**src/rtl/csr_access_pkg.sv**
```systemverilog
// Shared definitions for the CSR access controller: op encodings, FSM states
// and the address pattern that marks a CSR as read-only.
package csr_access_pkg;

    localparam int CSR_ADDR_W = 12;
    localparam int CSR_DATA_W = 32;

    typedef enum logic [1:0] {
        CSR_OP_RSVD = 2'b00,
        CSR_OP_RW   = 2'b01,
        CSR_OP_RS   = 2'b10,
        CSR_OP_RC   = 2'b11
    } csr_op_e;

    typedef enum logic [1:0] {
        ST_IDLE,
        ST_READ,
        ST_WRITE,
        ST_RESPOND
    } csr_state_e;

    // Addresses whose top two bits are both set belong to the read-only space.
    localparam logic [CSR_ADDR_W-1:0] CSR_RO_MASK = 12'hC00;

    function automatic logic isReadOnlyAddr(input logic [CSR_ADDR_W-1:0] addr);
        return (addr & CSR_RO_MASK) == CSR_RO_MASK;
    endfunction

endpackage

```
**src/rtl/csr_access_controller_if.sv**
```systemverilog
// Pipeline request/response handshake plus the CSR register-file bus.
// The slave modport is the controller's view; master is the environment's.
interface csr_access_controller_if;
    import csr_access_pkg::*;

    logic                  reqValid;
    logic                  reqReady;
    logic [1:0]            reqOp;
    logic [CSR_ADDR_W-1:0] reqAddress;
    logic [CSR_DATA_W-1:0] reqOperand;
    logic                  reqReadSuppress;
    logic                  reqWriteSuppress;

    logic                  respValid;
    logic                  respReady;
    logic [CSR_DATA_W-1:0] respData;
    logic                  respIllegal;

    logic                  csrReadEnable;
    logic                  csrWriteEnable;
    logic [CSR_ADDR_W-1:0] csrReadAddress;
    logic [CSR_ADDR_W-1:0] csrWriteAddress;
    logic [CSR_DATA_W-1:0] csrWriteData;
    logic [CSR_DATA_W-1:0] csrReadData;
    logic                  csrRequestOutput;

    modport slave (
        input  reqValid, reqOp, reqAddress, reqOperand, reqReadSuppress, reqWriteSuppress,
        input  respReady, csrReadData, csrRequestOutput,
        output reqReady, respValid, respData, respIllegal,
        output csrReadEnable, csrWriteEnable, csrReadAddress, csrWriteAddress, csrWriteData
    );

    modport master (
        output reqValid, reqOp, reqAddress, reqOperand, reqReadSuppress, reqWriteSuppress,
        output respReady, csrReadData, csrRequestOutput,
        input  reqReady, respValid, respData, respIllegal,
        input  csrReadEnable, csrWriteEnable, csrReadAddress, csrWriteAddress, csrWriteData
    );

endinterface

```
**src/rtl/csr_access_alu.sv**
```systemverilog
// Computes the value written back to a CSR from the op, the old value and
// the source operand. Purely combinational.
module csr_access_alu
    import csr_access_pkg::*;
(
    input  csr_op_e               i_op,
    input  logic [CSR_DATA_W-1:0] i_oldValue,
    input  logic [CSR_DATA_W-1:0] i_operand,
    output logic [CSR_DATA_W-1:0] o_newValue
);

    always_comb begin
        o_newValue = '0;
        unique case (i_op)
            CSR_OP_RW: o_newValue = i_operand;
            CSR_OP_RS: o_newValue = i_oldValue | i_operand;
            CSR_OP_RC: o_newValue = i_oldValue & ~i_operand;
            default:   o_newValue = '0;
        endcase
    end

endmodule

```
**src/rtl/csr_access_controller.sv**
```systemverilog
// Sequences one CSR instruction at a time through read, modify and write of
// the register file, then holds the old value and illegal flag until consumed.
module csr_access_controller
    import csr_access_pkg::*;
#(
    parameter bit READ_ONLY_CHECK = 1'b1
) (
    input  logic                   clk,
    input  logic                   rst,
    csr_access_controller_if.slave bus
);

    csr_state_e            r_state;
    csr_state_e            w_nextState;
    csr_op_e               r_op;
    csr_op_e               w_reqOp;
    logic [CSR_ADDR_W-1:0] r_address;
    logic [CSR_DATA_W-1:0] r_operand;
    logic [CSR_DATA_W-1:0] r_oldData;
    logic [CSR_DATA_W-1:0] w_newValue;
    logic                  r_doWrite;
    logic                  r_illegal;
    logic                  w_accept;
    logic                  w_isReserved;
    logic                  w_writeSkip;
    logic                  w_roViolation;

    assign w_reqOp      = csr_op_e'(bus.reqOp);
    assign w_accept     = (r_state == ST_IDLE) && bus.reqValid;
    assign w_isReserved = (w_reqOp == CSR_OP_RSVD);
    assign w_writeSkip  = ((w_reqOp == CSR_OP_RS) || (w_reqOp == CSR_OP_RC)) && bus.reqWriteSuppress;

    // Write legality is settled at accept time so the write enable later
    // depends only on registered state.
    assign w_roViolation = READ_ONLY_CHECK && isReadOnlyAddr(bus.reqAddress)
                           && !w_writeSkip && !w_isReserved;

    always_ff @(posedge clk or negedge rst) begin
        if (!rst) begin
            r_state <= ST_IDLE;
        end else begin
            r_state <= w_nextState;
        end
    end

    always_comb begin
        w_nextState        = r_state;
        bus.reqReady       = 1'b0;
        bus.respValid      = 1'b0;
        bus.respData       = '0;
        bus.respIllegal    = 1'b0;
        bus.csrReadEnable  = 1'b0;
        bus.csrWriteEnable = 1'b0;
        unique case (r_state)
            ST_IDLE: begin
                bus.reqReady = rst;
                if (bus.reqValid) begin
                    if (w_isReserved) begin
                        w_nextState = ST_RESPOND;
                    end else if (bus.reqReadSuppress) begin
                        w_nextState = ST_WRITE;
                    end else begin
                        w_nextState = ST_READ;
                    end
                end
            end
            ST_READ: begin
                bus.csrReadEnable = 1'b1;
                w_nextState       = bus.csrRequestOutput ? ST_WRITE : ST_RESPOND;
            end
            ST_WRITE: begin
                bus.csrWriteEnable = r_doWrite;
                w_nextState        = ST_RESPOND;
            end
            ST_RESPOND: begin
                bus.respValid   = 1'b1;
                bus.respData    = r_oldData;
                bus.respIllegal = r_illegal;
                if (bus.respReady) begin
                    w_nextState = ST_IDLE;
                end
            end
            default: w_nextState = ST_IDLE;
        endcase
    end

    // Old data is cleared on accept so a skipped read reports zero.
    always_ff @(posedge clk or negedge rst) begin
        if (!rst) begin
            r_op      <= CSR_OP_RSVD;
            r_address <= '0;
            r_operand <= '0;
            r_oldData <= '0;
            r_doWrite <= 1'b0;
            r_illegal <= 1'b0;
        end else begin
            if (w_accept) begin
                r_op      <= w_reqOp;
                r_address <= bus.reqAddress;
                r_operand <= bus.reqOperand;
                r_oldData <= '0;
                r_doWrite <= !w_isReserved && !w_writeSkip && !w_roViolation;
                r_illegal <= w_isReserved || w_roViolation;
            end
            if (r_state == ST_READ) begin
                r_oldData <= bus.csrReadData;
                if (!bus.csrRequestOutput) begin
                    r_illegal <= 1'b1;
                end
            end
        end
    end

    csr_access_alu u_alu (
        .i_op       (r_op),
        .i_oldValue (r_oldData),
        .i_operand  (r_operand),
        .o_newValue (w_newValue)
    );

    assign bus.csrReadAddress  = r_address;
    assign bus.csrWriteAddress = r_address;
    assign bus.csrWriteData    = w_newValue;

endmodule

```
**src/flat_wrapper.sv**
```systemverilog
// flat-port wrapper written by rule: the top's interface ports become plain ports
module csr_access_controller_flat import csr_access_pkg::*;
#(
    parameter bit READ_ONLY_CHECK = 1'b1
)
  (clk, rst, bus_reqValid, bus_reqOp, bus_reqAddress, bus_reqOperand, bus_reqReadSuppress, bus_reqWriteSuppress, bus_respReady, bus_csrReadData, bus_csrRequestOutput, bus_reqReady, bus_respValid, bus_respData, bus_respIllegal, bus_csrReadEnable, bus_csrWriteEnable, bus_csrReadAddress, bus_csrWriteAddress, bus_csrWriteData);
  csr_access_controller_if bus_i ();
  input  logic clk;
  input  logic rst;
  input wire logic [$bits(bus_i.reqValid)-1:0] bus_reqValid;
  input wire logic [$bits(bus_i.reqOp)-1:0] bus_reqOp;
  input wire logic [$bits(bus_i.reqAddress)-1:0] bus_reqAddress;
  input wire logic [$bits(bus_i.reqOperand)-1:0] bus_reqOperand;
  input wire logic [$bits(bus_i.reqReadSuppress)-1:0] bus_reqReadSuppress;
  input wire logic [$bits(bus_i.reqWriteSuppress)-1:0] bus_reqWriteSuppress;
  input wire logic [$bits(bus_i.respReady)-1:0] bus_respReady;
  input wire logic [$bits(bus_i.csrReadData)-1:0] bus_csrReadData;
  input wire logic [$bits(bus_i.csrRequestOutput)-1:0] bus_csrRequestOutput;
  output wire logic [$bits(bus_i.reqReady)-1:0] bus_reqReady;
  output wire logic [$bits(bus_i.respValid)-1:0] bus_respValid;
  output wire logic [$bits(bus_i.respData)-1:0] bus_respData;
  output wire logic [$bits(bus_i.respIllegal)-1:0] bus_respIllegal;
  output wire logic [$bits(bus_i.csrReadEnable)-1:0] bus_csrReadEnable;
  output wire logic [$bits(bus_i.csrWriteEnable)-1:0] bus_csrWriteEnable;
  output wire logic [$bits(bus_i.csrReadAddress)-1:0] bus_csrReadAddress;
  output wire logic [$bits(bus_i.csrWriteAddress)-1:0] bus_csrWriteAddress;
  output wire logic [$bits(bus_i.csrWriteData)-1:0] bus_csrWriteData;
  assign bus_i.reqValid = bus_reqValid;
  assign bus_i.reqOp = bus_reqOp;
  assign bus_i.reqAddress = bus_reqAddress;
  assign bus_i.reqOperand = bus_reqOperand;
  assign bus_i.reqReadSuppress = bus_reqReadSuppress;
  assign bus_i.reqWriteSuppress = bus_reqWriteSuppress;
  assign bus_i.respReady = bus_respReady;
  assign bus_i.csrReadData = bus_csrReadData;
  assign bus_i.csrRequestOutput = bus_csrRequestOutput;
  assign bus_reqReady = bus_i.reqReady;
  assign bus_respValid = bus_i.respValid;
  assign bus_respData = bus_i.respData;
  assign bus_respIllegal = bus_i.respIllegal;
  assign bus_csrReadEnable = bus_i.csrReadEnable;
  assign bus_csrWriteEnable = bus_i.csrWriteEnable;
  assign bus_csrReadAddress = bus_i.csrReadAddress;
  assign bus_csrWriteAddress = bus_i.csrWriteAddress;
  assign bus_csrWriteData = bus_i.csrWriteData;
  csr_access_controller #(.READ_ONLY_CHECK(READ_ONLY_CHECK)) u_core (.clk(clk), .rst(rst), .bus(bus_i));
endmodule
```
**config.mk**
```make
export PLATFORM = sky130hd
export DESIGN_NAME = csr_access_controller_flat
export DESIGN_NICKNAME = d
export VERILOG_FILES = /design/src/rtl/csr_access_pkg.sv /design/src/rtl/csr_access_controller_if.sv /design/src/rtl/csr_access_alu.sv /design/src/rtl/csr_access_controller.sv /design/src/flat_wrapper.sv
export SDC_FILE = /design/constraint.sdc
export NUM_CORES = 1
export LEC_CHECK = 0
export CELL_PAD_IN_SITES_DETAIL_PLACEMENT = 0
export CELL_PAD_IN_SITES_GLOBAL_PLACEMENT = 1
export CORE_AREA = 2 2 117 119
export CTS_CLUSTER_DIAMETER = 150
export DETAILED_ROUTE_END_ITERATION = 6
export DIE_AREA = 0 0 119 121
export PLACE_DENSITY = 0.8
export SETUP_SLACK_MARGIN = 0.3
export SKIP_CTS_REPAIR_TIMING = 1
export SLEW_MARGIN = 40
export SYNTH_ARGS = -nofsm -noshare
export SYNTH_HDL_FRONTEND = slang
export SYNTH_SLANG_ARGS = --single-unit
```
**constraint.sdc**
```tcl
create_clock -name clk -period 3.9 [get_ports clk]
set_input_delay 0.585 -clock clk [delete_from_list [all_inputs] [get_ports clk]]
set_output_delay 0.585 -clock clk [all_outputs]
set_load 0.1 [all_outputs]
```
==> summary.md <==
| Metric | Value |
|---|---|
| Total negative setup slack | 0 ns |
| Slack of the worst reg-to-reg path | around 1.6 ns |
| Area of the mapped netlist | roughly 4500 um^2 |
| Vias per cell | 4.66 |
| CORE AREA | 13,100 um^2 |
| Final WS setup | 1.36 ns |
| Headroom to the max-slew limit | a little under half |
| Slew @ Worst Pin | roughly 0.81 ns |
| Sequential area share after synthesis | 45.9% |
| # nets final | 668 |
| Dominant cell by count in the synthesized netlist | dfrtp_1 |
| Clk Tree Root Cell | clkbuf_16 |
| Register bit count reported by yosys | just over 80 |
| Worst setup timing slack at the placement stage | 1.33 ns |
| Die outline width | 119 um |
| Post-synth net total | ~510 |
| Max_cap viols | 0 |
| Share of the cycle needed by the critical path after routing | between 60% and 70% |
| Antenna Cells | 0 |
| FFs w/ async S/R, synth | 100% |
| Final worst clock skew | 0.00844 ns |
| Number of buffers inserted during clock tree synthesis | 9 |
| Total track usage | 16.9% |
| Violation count after the first detailed-route iteration | 159 |
| Fillers | 1,163 |
| Area of the die | 14,400 um^2 |
| Fraction of final layout cells sized beyond drive strength 1 | 29.0% |
| Setup Viol. Count Final | 0 |
| Std cell rows | 42 |
| Minimum clock period | 2.54 ns |
| Result of the run | finished clean |
| Bufs on Longest Clock Path | 2 |
| Total routed wirelength | 12,100 um |
| GR Overflow Total | 0 |
| Number of warnings printed during yosys synthesis | 0 |
| Final hold viol count | 0 |
| Data arrival time of the critical path | between 1.5 and 2 ns |
| RePlAce Congestion | 0.783 |
| Number of distinct standard cells referenced by the synthesized netlist | 25 |
| Syn Inst Count | 424 |
| Number of nets with antenna violations after routing | 0 |
| Commonest cells in the synthesized netlist | dfrtp_1, nand2_1, mux2_4, inv_1, o21ai_0 |
| Number of cells on the worst reg-to-reg path | 5 |
| Reg clk slew, reported paths | about 0.070 ns |
| Global-route wire length before repair | 19,300 um |
| Per-instance average area after synthesis | 10.6 um^2 |
| Crit path capture type | output pin |
| Min-Delay Path Class | input pin to asynchronous set/reset pin |
| Max-slew violations | 0 |
| Routed via count | roughly 3,500 |
| Top-level port count | 178 |
| Quantity of I/O buffers inserted on ports | about 180 |
| Die height | 121 um |
| Insertion delay to the later sink of the worst-skew pair | 0.33 ns |
| Unrepaired setup endpoints after global routing | no |
| Vias in the first global route | 3,787 |
| Critical register-to-register path startpoint | u_core.r_state[0]$_DFFE_PN0P_ |
| Critical path data required time | 3.31 ns |
| Drt pass-1 iters | 4 |
| Number of antenna violations at the first check in global routing | 0 |
| F_max | 394 MHz |
| Primary flip-flop cell chosen by synthesis mapping | dfrtp_1 |
| Cell types occupying the most area after synthesis | dfrtp_1, mux2_4, mux2i_1 |
| Largest fanout on the critical path | 32 |
| Clock sink count | 82 |
| Max H-tree Level | 3 |
| Capturing point of the worst reg2reg path | u_core.r_operand[4]$_DFFE_PN0P_ |
| CTS tree | yes |
| Drc violations | 0 |
| Maximum number of pins on one net before global-route repair | 66 |
| Setup crit start kind | flop |
| Synth top area share | a little under half |
| Type of the worst setup path | flop to output pin |
| Area growth from synthesis to layout | 49.4% |
| Post-DP HPWL | ~8400 um |
| Initial core utilization | 34.2% |
| Wire per inst | 15.9 um |
| Number of enable flip-flop cells after synthesis | 0 |
| Synth area leader | dfrtp_1 |
[cell usage in the layout (no fill, tap or decap), drive strengths merged, types with 2 or more instances in the layout]
cell and n:
a22o 32, a2bb2oi 2, and2 4, buf 102, bufinv 2, clkbuf 9
clkdlybuf4s50 83, clkinv 3, clkinvlp 2, dfrtp 82, ha 5, inv 36
mux2 47, mux2i 32, nand2 67, nor2 32, nor2b 2, o21ai 35
o22ai 2
[critical path, cell delays in order (launching register included)]
cell     delay [ns]
dfrtp_1        0.41
ha_1           0.25
inv_2          0.50
nor2_1         0.16
buf_4          0.28
[through the flow]
| step | utilization, % | area [um^2] | hold slack [ns] | instances |
|---|---|---|---|---|
| detailed placement | 48.6 | 6360 | 0.497 | 743 |
| global placement | 49.5 | 6470 | 0.492 | 741 |
| finish | 51.1 | 6680 | 0.200 | 759 |
| global route | 51.1 | 6680 | 0.231 | 759 |
| CTS | 51.1 | 6680 | 0.217 | 759 |
| floorplan | - | 4470 | 0.289 | 424 |
[metal layers]
metal | vias to the layer above | routed length (um) | track usage, %
met4 | 0 | 133 | 4.76
met2 | 120 | 5760 | 28.2
met5 | - | 0 | 0
met3 | 10 | 797 | 4.51
met1 | 1696 | 5380 | 21.6
li1 | 1712 | - | -
[worst max path at each step]
stage / start / to / slack (ns)
2_1_floorplan: u_core.r_state[0]$_DFFE_PN0P_ / bus_respData[16] / 0.37
3_3_place_gp: u_core.r_state[0]$_DFFE_PN0P_ / bus_respData[20] / 1.33
6_report: u_core.r_state[0]$_DFFE_PN0P_ / bus_respData[20] / 1.36
5_1_grt: u_core.r_state[0]$_DFFE_PN0P_ / bus_respData[27] / 1.25
3_5_place_dp: bus_reqValid / u_core.r_operand[10]$_DFFE_PN0P_ / 1.33
4_1_cts: u_core.r_state[0]$_DFFE_PN0P_ / bus_respData[20] / 1.35
[layout make-up]
class,count,area [um^2],share of cell area [%]
Clock buffer,9,225,3.37
Multi-Input combinational cell,264,2010,30.1
Timing Repair Buffer,185,1940,29.1
Clock inverter,7,93.8,1.40
Sequential cell,82,2050,30.7
Tap cell,176,220,3.30
Inverter,36,135,2.02
[sequential cells by signal, indices dropped and copies added (netlist names)]
signal / count
u_core.r_op: 2
u_core.r_operand: 32
u_core.r_doWrite: 1
u_core.r_state: 2
u_core.r_oldData: 32
u_core.r_illegal: 1
u_core.bus.csrReadAddress: 12
[cell families (layout without fill, tap and decap cells)]
group / count (synthesis) / after routing / share of synthesized area (%)
AOI/OAI and AO/OA: 73 / 73 / 11.2
adders and majority gates: 5 / 5 / 1.40
DFF: 82 / 82 / 45.9
and+or+nand+nor: 107 / 107 / 9.62
muxes: 79 / 79 / 22.7
buffers and inverters: 78 / 237 / 9.28
Power is left out: the tool's default activity adds up to more than one toggle a clock period on the data nets, which glitch-free logic cannot reach.
